## src/rtl/regfile_mp.sv

```systemverilog
// Multi-port general register file: NREAD combinational reads, two write ports,
// x0 hardwired to zero, same-cycle write bypass, per-register pending bits and a post-reset clear sequencer.
module regfile_mp #(
  parameter int WORD      = 32,
  parameter int REG_COUNT = 32,
  parameter int REG_SIZE  = 5,
  parameter int NREAD     = 2
) (
  input  logic                      clk,
  input  logic                      rst,
  output logic                      ready,
  input  logic [NREAD*REG_SIZE-1:0] raddr,
  output logic [NREAD*WORD-1:0]     rdata,
  output logic [NREAD-1:0]          rbusy,
  input  logic                      we0,
  input  logic [REG_SIZE-1:0]       waddr0,
  input  logic [WORD-1:0]           wdata0,
  input  logic                      we1,
  input  logic [REG_SIZE-1:0]       waddr1,
  input  logic [WORD-1:0]           wdata1,
  input  logic                      iss_valid,
  input  logic [REG_SIZE-1:0]       iss_addr
);

  typedef enum logic {CLEAR, RUN} state_t;

  localparam logic [REG_SIZE-1:0] LAST = REG_SIZE'(REG_COUNT - 1);

  state_t                state, state_next;
  logic [REG_SIZE-1:0]   cnt;
  logic [WORD-1:0]       grf [REG_COUNT];
  logic [REG_COUNT-1:0]  pend, pend_next;
  logic                  active, wen0, wen1;

  // Traffic is accepted only in RUN and never in a cycle where reset is asserted.
  assign active = (state == RUN) && !rst;
  assign wen0   = active && we0 && (waddr0 != '0);
  assign wen1   = active && we1 && (waddr1 != '0);
  assign ready  = (state == RUN);

  always_ff @(posedge clk) begin
    if (rst) state <= CLEAR;
    else     state <= state_next;
  end

  always_comb begin
    state_next = state;
    case (state)
      CLEAR:   if (cnt == LAST) state_next = RUN;
      RUN:     state_next = RUN;
      default: state_next = CLEAR;
    endcase
  end

  always_ff @(posedge clk) begin
    if (rst)                 cnt <= REG_SIZE'(1);
    else if (state == CLEAR) cnt <= cnt + REG_SIZE'(1);
  end

  // Port 1 is written last so it wins a same-address conflict.
  always_ff @(posedge clk) begin
    if (!rst) begin
      if (state == CLEAR) begin
        grf[cnt] <= '0;
      end else begin
        if (wen0) grf[waddr0] <= wdata0;
        if (wen1) grf[waddr1] <= wdata1;
      end
    end
  end

  // A new issue sets after the retiring writes clear, since the issuing writer is younger.
  always_comb begin
    pend_next = pend;
    if (wen0) pend_next[waddr0] = 1'b0;
    if (wen1) pend_next[waddr1] = 1'b0;
    if (active && iss_valid && (iss_addr != '0)) pend_next[iss_addr] = 1'b1;
    pend_next[0] = 1'b0;
  end

  always_ff @(posedge clk) begin
    if (rst) pend <= '0;
    else     pend <= pend_next;
  end

  for (genvar i = 0; i < NREAD; i++) begin : g_read
    logic [REG_SIZE-1:0] a;
    logic                hit0, hit1;

    assign a    = raddr[i*REG_SIZE +: REG_SIZE];
    assign hit1 = wen1 && (waddr1 == a);
    assign hit0 = wen0 && (waddr0 == a);

    assign rdata[i*WORD +: WORD] = (!active || (a == '0)) ? '0     :
                                   hit1                   ? wdata1 :
                                   hit0                   ? wdata0 :
                                                            grf[a];
    assign rbusy[i] = active && pend[a] && !hit0 && !hit1;
  end

endmodule

```

## config.mk

```make
export PLATFORM = sky130hd
export DESIGN_NAME = regfile_mp
export DESIGN_NICKNAME = d
export VERILOG_FILES = /design/src/rtl/regfile_mp.sv
export SDC_FILE = /design/constraint.sdc
export NUM_CORES = 2
export LEC_CHECK = 0
export BUFFER_PORTS_ARGS = -buffer_cell sky130_fd_sc_hd__buf_2
export CORE_MARGIN = 3
export CORE_UTILIZATION = 40
export DETAILED_ROUTE_END_ITERATION = 8
export PLACE_DENSITY = 0.54
export SYNTH_ARGS = -nofsm -noshare
export SYNTH_HDL_FRONTEND = slang
export SYNTH_SLANG_ARGS = --single-unit
```

## constraint.sdc

```tcl
create_clock -name clk -period 4.66 [get_ports clk]
set_input_delay 0.233 -clock clk [delete_from_list [all_inputs] [get_ports clk]]
set_output_delay 0.233 -clock clk [all_outputs]
set_load 0.02 [all_outputs]
```

==> results.json <==
{
  "cts_hold_buf": 7,
  "hold_violations": 0,
  "fin_setup_tns_ns": 0,
  "reg2regPathDepth": 5,
  "ant_nets": 0,
  "die_w_um": 403,
  "violations": "max-capacitance violations",
  "die-area_sq_mm": 0.163,
  "fillCellCount": 14300,
  "grt_usage_pct": 30.8,
  "final.min_clock_period_ns": 4.28,
  "synth_area_sq_mm": 0.0631,
  "cp.arrival_ns": 4.05,
  "synth-async-reset-ratio_pct": 0,
  "drtIter0Drc": 7390,
  "clk_path_buf_depth": 3,
  "avgSynthCellArea_sq_um": 11.0,
  "drc": 0,
  "routed_wirelength_mm": 256,
  "clock-sinks": 1061,
  "critPathCaptureType": "primary output",
  "worstPathCellList": "nand3b_1, a211o_1, or2_2, nand3b_4, o211ai_1, buf_2",
  "coreArea_sq_mm": 0.157,
  "grt_max_degree": 95,
  "die_h_um": 403,
  "vias_per_cell": 6.49,
  "hp-class": "in2reg",
  "timing.fmax_ghz": 0.234,
  "synth.distinct_cells": 64,
  "ys_ff_latch": 1061,
  "drive_gt1_share_pct": 26.0,
  "dp_slack_ns": 0.847,
  "whs_path_depth": 4,
  "syn_inst": 5745,
  "post_cts_buffers": 0,
  "cts-buffers-inserted": 117,
  "critPathKind": "reg2out",
  "gp_congestion": 0.901,
  "ys.flop_type": "edfxtp_1",
  "synth_area_leaders": "edfxtp_1, mux4_2, mux2_2, o21ai_0, nand2_1",
  "routedWlPerCell_um": 33.3,
  "clk_pin_slew_ns": 0.05,
  "syn-num-nets": 5841,
  "cap_violations": 1,
  "nets": 5612,
  "utilization_pct": 44.6,
  "finalCritPeriodShare_pct": 91.8,
  "pin_count": 161,
  "yosysWarnings": 0,
  "min_from": "iss_addr[0]",
  "total_power_w": 0.0220,
  "cp_slowest_stage_delay_ns": 0.70,
  "path_max_fanout": 31,
  "cts_tree": "built",
  "clk_latency_ns": 0.76,
  "multi_input_area_sq_mm": 0.0289,
  "grt_overflow": 0,
  "placed_cell_area_sq_mm": 0.0658,
  "worst_pin_slew_ns": 1.48,
  "worst_slack_ns": 0.381,
  "crit_required_ns": 4.43,
  "design_area_sq_mm": 0.0698,
  "p_leak_nw": 20.2,
  "timing.rr.start": "ready",
  "maxSlewViolCount": 0,
  "netlist.area_leader.share_pct": 48.7,
  "drt_pass1_iterations": 6,
  "start_util_pct": 40.3,
  "yosysSeqAreaShare_pct": 49.9,
  "reg2reg_to": "grf[3][6]",
  "finalSetupViolations": 0,
  "status": "complete, but fails checks",
  "grt_pass1_wl_mm": 358,
  "max_slew_margin_pct": 0.428,
  "grt_pass1_vias": 47200,
  "h-tree-depth": 3,
  "yosys.area.top_type": "edfxtp_1",
  "post_cts_resized": 0,
  "power.density_mw_per_mm2": 316,
  "whs_endpoint": "pend[28]",
  "critPathLaunchType": "flip-flop",
  "rsz0062_at_grt": "no",
  "crit_path_top_delay_cell": "dfxtp_1",
  "dr_total_vias": 49900,
  "dpl.hpwl_mm": 154,
  "synth-edff-count": 1024,
  "rows": 145,
  "r2r_slack_ns": 1.15,
  "regArea_sq_mm": 0.0315,
  "ir_worst_vdd_v": 0.000274,
  "antenna_found_initial": 11,
  "skew_ns": 0.0288,
  "io_buffer_count": 160,
  "cts_root_buf": "clkbuf_16",
  "area_growth_pct": 10.6
}
-- power breakdown --
group | total [W] | internal [W] | switching (W)
logic | 0.00195 | 0.000634 | 0.00131
clock network | 0.00963 | 0.00549 | 0.00414
registers | 0.0105 | 0.0104 | 0.0000418
-- worst max-delay path by stage --
stage / from / endpoint / slack [ns]
2_1_floorplan: ready / grf[28][0] / 0.33
3_3_place_gp: raddr[0] / rdata[31] / 0.86
3_5_place_dp: raddr[0] / rdata[31] / 0.85
4_1_cts: ready / rdata[10] / 0.46
5_1_grt: ready / rdata[10] / 0.31
6_report: ready / rdata[44] / 0.38
-- stage by stage --
step,instances,hold WS [ns]
2_1_floorplan,5745,0.420
3_3_place_gp,7447,0.503
3_5_place_dp,7447,0.519
4_1_cts,7674,0.00116
5_1_grt,7675,0.0491
6_report,7680,0.0475
-- sequential cells by signal, summed over array words and instances (netlist names) --
signal	flops
grf	1024
cnt	5
ready	1
pend	31
-- critical path: cells and delay by family (launching register included) --
kind	cells	cell delay (ns)
compound gates	2	0.94
buf+inv	1	0.31
flops	1	0.70
simple gates	3	1.31
-- synth_stat cells (all sizes together) (13+ instances only) --
library cell	count
nor2b	19
nand2	1148
buf	276
o31ai	62
nand3	74
xnor2	13
o211ai	64
a22oi	77
a22o	62
mux2	507
dfxtp	37
a32oi	25
clkbuf	427
inv	40
edfxtp	1024
o21ai	1026
nor2	138
o22ai	253
a211oi	63
mux4	280
nor3	26
-- area by class of cell --
class / instances / area share [%]
sequential: 1061 / 45.1
antenna: 5 / 0.0179
clock inverter: 82 / 1.13
inverter: 40 / 0.215
timing repair buffer: 355 / 4.07
tap: 2058 / 3.69
clock buffer: 138 / 4.43
multi-input combinational: 3941 / 41.3
-- metal layers --
layer | GRT usage, % | vias up | wire length [um]
met5 | 0 | - | 39
met4 | 15.0 | 6 | 14100
met3 | 6.73 | 670 | 28500
met2 | 47.1 | 3251 | 114000
met1 | 41.6 | 24800 | 99300
li1 | - | 21100 | -
-- cell families after synthesis --
group / count (synthesis) / share of synthesized area, %
DFF: 1061 / 49.9
adders and majority gates: 2 / 0.0396
and+or+nand+nor: 1467 / 9.63
xor gates and xnor gates: 22 / 0.305
AOI/OAI and AO/OA: 1656 / 15.7
buffers and inverters: 743 / 5.33
muxes: 794 / 19.1
-- cells in the final DEF, fill, tap and decap left out, types with 77 or more instances in the layout --
cell	instances
a22oi_1	77
buf_2	156
buf_4	147
clkbuf_16	121
edfxtp_1	1024
mux2_2	507
mux4_2	280
nand2_1	1146
nor2_1	116
o21ai_0	997
o22ai_1	253
Power figures use the tool's default switching activity.
